$ cat src/rtl/seg7_scan_if.sv
// Bundles the user-facing controls and the display-pin outputs of the
// multiplexed 7-segment scan driver. The master side is the user logic,
// the slave side is the driver itself.
interface seg7_scan_if #(
    parameter int DIGITS = 4
);
    logic                  load;
    logic [4*DIGITS-1:0]   value;
    logic [DIGITS-1:0]     dp_in;
    logic                  hex_en;
    logic                  lz_en;
    logic                  blank_n;
    logic [6:0]            segments;
    logic                  dp;
    logic [DIGITS-1:0]     digit_en;
    logic                  frame_start;

    modport master (
        output load, value, dp_in, hex_en, lz_en, blank_n,
        input  segments, dp, digit_en, frame_start
    );

    modport slave (
        input  load, value, dp_in, hex_en, lz_en, blank_n,
        output segments, dp, digit_en, frame_start
    );
endinterface

$ cat src/rtl/seg7_scan_driver.sv
// N-digit multiplexed 7-segment display driver.
// A prescaler divides each digit slot into PRESCALE clocks; the last clock of
// every slot is dead time with all digit enables off to prevent ghosting.
// The displayed value is double buffered: loads land in a pending register and
// are promoted to the active register only at a frame boundary, so a frame
// never shows a mix of old and new digits. All outputs are registered one
// cycle behind the (pre, idx) counter state; polarity inversion happens only
// in the output registers.
module seg7_scan_driver #(
    parameter int DIGITS         = 4,
    parameter int PRESCALE       = 16,
    parameter bit SEG_ACTIVE_LOW = 1'b0,
    parameter bit DIG_ACTIVE_LOW = 1'b0
) (
    input  logic        clk,
    input  logic        rst_n,
    seg7_scan_if.slave  bus
);

    localparam int PRE_W = (PRESCALE > 1) ? $clog2(PRESCALE) : 1;
    localparam int IDX_W = (DIGITS > 1) ? $clog2(DIGITS) : 1;

    localparam logic [PRE_W-1:0]  PRE_LAST = PRE_W'(PRESCALE - 1);
    localparam logic [IDX_W-1:0]  IDX_LAST = IDX_W'(DIGITS - 1);
    localparam logic [6:0]        SEG_MASK = {7{SEG_ACTIVE_LOW}};
    localparam logic [DIGITS-1:0] DIG_MASK = {DIGITS{DIG_ACTIVE_LOW}};

    // Scan counters
    logic [PRE_W-1:0] pre_reg;
    logic [IDX_W-1:0] idx_reg;
    logic             pre_wrap;
    logic             frame_end;

    // Display buffers
    logic [4*DIGITS-1:0] active_value_reg;
    logic [DIGITS-1:0]   active_dp_reg;
    logic [4*DIGITS-1:0] pending_value_reg;
    logic [DIGITS-1:0]   pending_dp_reg;
    logic                pending_vld_reg;

    // Output stage
    logic [6:0]        segments_reg;
    logic              dp_reg;
    logic [DIGITS-1:0] digit_en_reg;
    logic              frame_start_reg;

    logic [6:0]        segments_next;
    logic              dp_next;
    logic [DIGITS-1:0] digit_en_next;
    logic              frame_start_next;

    logic [3:0]        cur_nib;
    logic              cur_dp;
    logic              cur_lz;
    logic [DIGITS-1:0] digit_onehot;
    logic [DIGITS-1:0] lz_blank;

    assign pre_wrap  = (pre_reg == PRE_LAST);
    assign frame_end = pre_wrap && (idx_reg == IDX_LAST);

    // Glyph table, segment order {g,f,e,d,c,b,a}; BCD mode blanks 10..15
    function automatic logic [6:0] glyph(input logic [3:0] nib, input logic hex);
        logic [6:0] g;
        case (nib)
            4'h0: g = 7'h3F;
            4'h1: g = 7'h06;
            4'h2: g = 7'h5B;
            4'h3: g = 7'h4F;
            4'h4: g = 7'h66;
            4'h5: g = 7'h6D;
            4'h6: g = 7'h7D;
            4'h7: g = 7'h07;
            4'h8: g = 7'h7F;
            4'h9: g = 7'h6F;
            4'hA: g = 7'h77;
            4'hB: g = 7'h7C;
            4'hC: g = 7'h39;
            4'hD: g = 7'h5E;
            4'hE: g = 7'h79;
            default: g = 7'h71;
        endcase
        if (!hex && (nib > 4'd9)) begin
            g = 7'h00;
        end
        return g;
    endfunction

    // Leading-zero mask: digit n is blank when it and every more significant
    // nibble are zero; digit 0 always shows so a zero value still reads "0"
    assign lz_blank[0] = 1'b0;
    genvar gi;
    generate
        for (gi = 1; gi < DIGITS; gi++) begin : g_lz
            assign lz_blank[gi] = (active_value_reg[4*DIGITS-1:4*gi] == '0);
        end
    endgenerate

    // Prescaler and digit index; idx advances on every slot wrap
    always_ff @(posedge clk or negedge rst_n) begin
        if (!rst_n) begin
            pre_reg <= '0;
            idx_reg <= '0;
        end else if (pre_wrap) begin
            pre_reg <= '0;
            idx_reg <= (idx_reg == IDX_LAST) ? '0 : idx_reg + 1'b1;
        end else begin
            pre_reg <= pre_reg + 1'b1;
        end
    end

    // Double buffer: a load coinciding with the frame boundary goes straight
    // to the active register, otherwise it waits in pending
    always_ff @(posedge clk or negedge rst_n) begin
        if (!rst_n) begin
            active_value_reg  <= '0;
            active_dp_reg     <= '0;
            pending_value_reg <= '0;
            pending_dp_reg    <= '0;
            pending_vld_reg   <= 1'b0;
        end else if (frame_end) begin
            pending_vld_reg <= 1'b0;
            if (bus.load) begin
                active_value_reg <= bus.value;
                active_dp_reg    <= bus.dp_in;
            end else if (pending_vld_reg) begin
                active_value_reg <= pending_value_reg;
                active_dp_reg    <= pending_dp_reg;
            end
        end else if (bus.load) begin
            pending_value_reg <= bus.value;
            pending_dp_reg    <= bus.dp_in;
            pending_vld_reg   <= 1'b1;
        end
    end

    // Select the nibble, dp and lz flag of the digit currently being scanned
    always_comb begin
        cur_nib      = '0;
        cur_dp       = 1'b0;
        cur_lz       = 1'b0;
        digit_onehot = '0;
        for (int i = 0; i < DIGITS; i++) begin
            if (idx_reg == IDX_W'(i)) begin
                cur_nib         = active_value_reg[4*i +: 4];
                cur_dp          = active_dp_reg[i];
                cur_lz          = lz_blank[i];
                digit_onehot[i] = 1'b1;
            end
        end
    end

    // Active-high output values for the next edge
    always_comb begin
        segments_next    = '0;
        dp_next          = 1'b0;
        digit_en_next    = '0;
        frame_start_next = 1'b0;
        if (bus.blank_n) begin
            dp_next = cur_dp;
            if (!(bus.lz_en && cur_lz)) begin
                segments_next = glyph(cur_nib, bus.hex_en);
            end
        end
        if (!pre_wrap) begin
            digit_en_next = digit_onehot;
        end
        frame_start_next = (pre_reg == '0) && (idx_reg == '0);
    end

    // Output registers; polarity applied here, reset to the inactive level
    always_ff @(posedge clk or negedge rst_n) begin
        if (!rst_n) begin
            segments_reg    <= SEG_MASK;
            dp_reg          <= SEG_ACTIVE_LOW;
            digit_en_reg    <= DIG_MASK;
            frame_start_reg <= 1'b0;
        end else begin
            segments_reg    <= segments_next ^ SEG_MASK;
            dp_reg          <= dp_next ^ SEG_ACTIVE_LOW;
            digit_en_reg    <= digit_en_next ^ DIG_MASK;
            frame_start_reg <= frame_start_next;
        end
    end

    assign bus.segments    = segments_reg;
    assign bus.dp          = dp_reg;
    assign bus.digit_en    = digit_en_reg;
    assign bus.frame_start = frame_start_reg;

endmodule
$ cat src/flat_wrapper.sv
// flat-port wrapper written by rule: the top's interface ports become plain ports
module seg7_scan_driver_flat 
#(
    parameter int DIGITS         = 4,
    parameter int PRESCALE       = 16,
    parameter bit SEG_ACTIVE_LOW = 1'b0,
    parameter bit DIG_ACTIVE_LOW = 1'b0
)
  (clk, rst_n, bus_load, bus_value, bus_dp_in, bus_hex_en, bus_lz_en, bus_blank_n, bus_segments, bus_dp, bus_digit_en, bus_frame_start);
  seg7_scan_if #(.DIGITS(DIGITS)) bus_i ();
  input  logic clk;
  input  logic rst_n;
  input wire logic [$bits(bus_i.load)-1:0] bus_load;
  input wire logic [$bits(bus_i.value)-1:0] bus_value;
  input wire logic [$bits(bus_i.dp_in)-1:0] bus_dp_in;
  input wire logic [$bits(bus_i.hex_en)-1:0] bus_hex_en;
  input wire logic [$bits(bus_i.lz_en)-1:0] bus_lz_en;
  input wire logic [$bits(bus_i.blank_n)-1:0] bus_blank_n;
  output wire logic [$bits(bus_i.segments)-1:0] bus_segments;
  output wire logic [$bits(bus_i.dp)-1:0] bus_dp;
  output wire logic [$bits(bus_i.digit_en)-1:0] bus_digit_en;
  output wire logic [$bits(bus_i.frame_start)-1:0] bus_frame_start;
  assign bus_i.load = bus_load;
  assign bus_i.value = bus_value;
  assign bus_i.dp_in = bus_dp_in;
  assign bus_i.hex_en = bus_hex_en;
  assign bus_i.lz_en = bus_lz_en;
  assign bus_i.blank_n = bus_blank_n;
  assign bus_segments = bus_i.segments;
  assign bus_dp = bus_i.dp;
  assign bus_digit_en = bus_i.digit_en;
  assign bus_frame_start = bus_i.frame_start;
  seg7_scan_driver #(.DIGITS(DIGITS), .PRESCALE(PRESCALE), .SEG_ACTIVE_LOW(SEG_ACTIVE_LOW), .DIG_ACTIVE_LOW(DIG_ACTIVE_LOW)) u_core (.clk(clk), .rst_n(rst_n), .bus(bus_i));
endmodule
$ cat config.mk
export PLATFORM = sky130hd
export DESIGN_NAME = seg7_scan_driver_flat
export DESIGN_NICKNAME = d
export VERILOG_FILES = /design/src/rtl/seg7_scan_if.sv /design/src/rtl/seg7_scan_driver.sv /design/src/flat_wrapper.sv
export SDC_FILE = /design/constraint.sdc
export NUM_CORES = 1
export LEC_CHECK = 0
export ABC_AREA = 0
export CORE_ASPECT_RATIO = 1.5
export CORE_UTILIZATION = 35
export CTS_CLUSTER_DIAMETER = 200
export CTS_CLUSTER_SIZE = 16
export DETAILED_ROUTE_END_ITERATION = 6
export DONT_BUFFER_PORTS = 1
export PLACE_DENSITY_LB_ADDON = 0.1
export SYNTH_ARGS = -nofsm -noshare
export SYNTH_HDL_FRONTEND = slang
export SYNTH_SLANG_ARGS = --single-unit
$ cat constraint.sdc
create_clock -name clk -period 2.95 [get_ports clk]
set_clock_uncertainty 0.2 [all_clocks]
set_input_delay 0.295 -clock clk [delete_from_list [all_inputs] [get_ports clk]]
set_output_delay 0.295 -clock clk [all_outputs]
set_load 0.05 [all_outputs]
==> impl_metrics.env <==
export IMPL_hold_violations=0
export IMPL_cp_start_kind="register"
export IMPL_crit_path_top_delay_cell="dfrtp_1"
export IMPL_post_cts_buffers=0
export IMPL_row_count=40
export IMPL_num_antenna_cells=0
export IMPL_end_kind="register"
export IMPL_design_core_area_um2=8110
export IMPL_routed_wl_um=6100
export IMPL_critPathTopFamily="compound AO/OA/AOI/OAI gates"
export IMPL_critPathBufInv=3
export IMPL_grt_pass1_vias=1989
export IMPL_routabilityCongestion=0.834
export IMPL_critPathArrivalTime_ps=2720
export IMPL_syn_inst=257
export IMPL_crit_chain="inv_1, ha_1, buf_4, a221o_2, a22o_1, inv_1, ha_1, nor2_1, o211ai_2, o211ai_4, a211oi_1"
export IMPL_numPortBuffers=0
export IMPL_cts_max_path_buffers=2
export IMPL_ys_flop_type="dfrtp_1"
export IMPL_synth_edf_count=0
export IMPL_synth_fp_nets=295
export IMPL_peakVddDrop_mv=0.260
export IMPL_avgSynthCellArea_um2=11.6
export IMPL_fin_crit_ps=2690
export IMPL_die_area_um2=8880
export IMPL_grt_usage_pct=15.4
export IMPL_r2r_start="u_core.idx_reg[1]"
export IMPL_area_growth_pct=22.0
export IMPL_drtPass1Iterations=4
export IMPL_layout_commonest_cell="dfrtp_1"
export IMPL_power_frac_comb_pct=9.9
export IMPL_clockRootBuffer="clkbuf_16"
export IMPL_grt_pass1_wl_um=10100
export IMPL_yosys_area_top_type="dfrtp_1"
export IMPL_leakagePower_nw=1.64
export IMPL_synth_seq_area_share_pct=50.5
export IMPL_required_ps=2980
export IMPL_layout_common_cells="dfrtp_1, nor2_1, dlygate4sd3_1"
export IMPL_drive_above_1_share_pct=19.7
export IMPL_numCtsBuffers=9
export IMPL_yosysTopAreaCellShare_pct=50.5
export IMPL_met2_usage_pct=25.0
export IMPL_ys_top_cells_by_area="dfrtp_1, mux2i_1, mux2_2, ha_1, a21oi_1"
export IMPL_ant_nets=0
export IMPL_cpPeakStageDelay_ps=360
export IMPL_p_sw_share_pct=23.8
export IMPL_finalCritPeriodShare_pct=91.2
export IMPL_setup_viol=0
export IMPL_synth_cell_types=44
export IMPL_cp_max_fo=7
export IMPL_crit_type="register to register"
export IMPL_initial_core_util_pct=36.7
export IMPL_powerDensity_nw_per_um2=564
export IMPL_maxCapViolations=0
export IMPL_ys_warn_count=0
export IMPL_p_switching_uw=487
export IMPL_tightest_slew_ps=613
export IMPL_synth_seq_cells=60
export IMPL_max_freq_mhz=372
export IMPL_synth_area_um2=2970
export IMPL_grtUsageMet1_pct=18.6
export IMPL_vias=1964
export IMPL_dp_hpwl_um=3950
export IMPL_antenna_found_initial=0
export IMPL_grt_max_degree=61
export IMPL_tns_ps=0
export IMPL_grt_overflow_total=0
export IMPL_drc=0
export IMPL_min_from="bus_value[2]"
export IMPL_drv_slew=0
export IMPL_max_slew_margin_pct=59.0
export IMPL_nets=327
export IMPL_clock_latency_ps=320
export IMPL_clkSinkCount=60
export IMPL_rsz0062_at_grt="no"
export IMPL_synthArstFlopShare_pct=100
export IMPL_io_pins=39
export IMPL_path_clk_slew_ps=50
export IMPL_cp_startpoint="u_core.idx_reg[1]"
export IMPL_pwr_share_seq_pct=46.4
export IMPL_grtUsageMet3_pct=3.41
export IMPL_grt_busiest_layer="met2"
export IMPL_vias_per_cell=4.97
export IMPL_cts_tree="yes"
export IMPL_cts_max_level=3
export IMPL_p_clk_share_pct=43.7
export IMPL_die_w_um=77.3
export IMPL_die_y_um=115
export IMPL_outcome="finished clean"
export IMPL_drt_iter0_drc=68
export IMPL_wl_per_cell_um=15.4
export IMPL_final_util_pct=44.8
export IMPL_intPower_mw=1.56
export IMPL_hold_class="primary input to register"
power groups by stage:
stage | logic, mW | clock network [mW] | registers [mW]
final | 0.203 | 0.894 | 0.949
after global routing | 0.227 | 0.956 | 0.954
after CTS | 0.207 | 0.927 | 0.949
after detailed placement | 0.150 | 0 | 0.963
after global placement | 0.149 | 0 | 0.962
after floorplan | 0.133 | 0 | 0.954
worst register-to-register path: stages, from the launching register on:
cell	delay, ps
dfrtp_1	360
inv_1	80
ha_1	250
buf_4	180
a221o_2	350
a22o_1	270
inv_1	130
ha_1	200
nor2_1	70
o211ai_2	180
o211ai_4	150
a211oi_1	190
final cells by class:
cell class | instances | area, µm²
fill | 800 | 4480
sequential | 60 | 1500
multi-input combinational | 171 | 1350
timing repair buffer | 36 | 355
clock buffer | 12 | 246
tap | 105 | 131
inverter | 11 | 41.3
cell families (layout without fill, tap and decap cells):
| family | count (synthesis) | in the layout | synth area share (%) |
|---|---|---|---|
| simple gates | 62 | 62 | 10.6 |
| flops | 60 | 60 | 50.5 |
| compound gates | 49 | 49 | 12.1 |
| mux | 47 | 47 | 17.0 |
| buf+inv | 26 | 59 | 4.42 |
| fa+ha+maj | 12 | 12 | 5.05 |
| xor+xnor | 1 | 1 | 0.295 |
through the flow:
step / cell area (µm²) / power, mW / hold slack (ps) / instances / setup WS, ps
CTS: 3620 / 2.08 / 0.218 / 395 / 169
detailed placement: 3090 / 1.11 / -199 / 356 / 180
floorplan: 2970 / 1.09 / -201 / 257 / 329
global placement: 3090 / 1.11 / -199 / 356 / 315
finish: 3630 / 2.05 / 5.06 / 395 / 260
global route: 3630 / 2.14 / 19.6 / 395 / 29.5
timing repair:
action | CTS | global route
setup endpoints to repair | 0 | 1
hold buffers | 27 | 0
gates resized for setup | 0 | 1
hold endpoints to repair | 95 | 0
cells in the mapped netlist, types with 4 or more instances:
cell and n:
dfrtp_1 60, nor2_1 32, mux2i_1 25, a21oi_1 24, mux2_2 20, ha_1 12, inv_1 11, buf_2 6
clkbuf_1 5, nand2_1 5, nor2b_1 5, a211oi_2 4
worst paths after layout:
kind | endpoint | slack [ps] | cells after the start
min in group asynchronous | u_core.pre_reg[3] | 300 | 2
max in group asynchronous | u_core.bus.segments[3] | 1980 | 2
min reg2reg | u_core.pending_value_reg[6] | 300 | 1
max reg2reg | u_core.bus.segments[1] | 260 | 11
min | u_core.active_value_reg[2] | 5 | 2
max | u_core.bus.segments[1] | 260 | 11
per-layer routing:
metal  routed length (µm)  part of all wire (%)
met2                 3040                    50
met3                  203                   3.3
met4                  108                   1.8
met5                    0                     0
met1                 2740                    45
(Power assumes the default switching activity.)
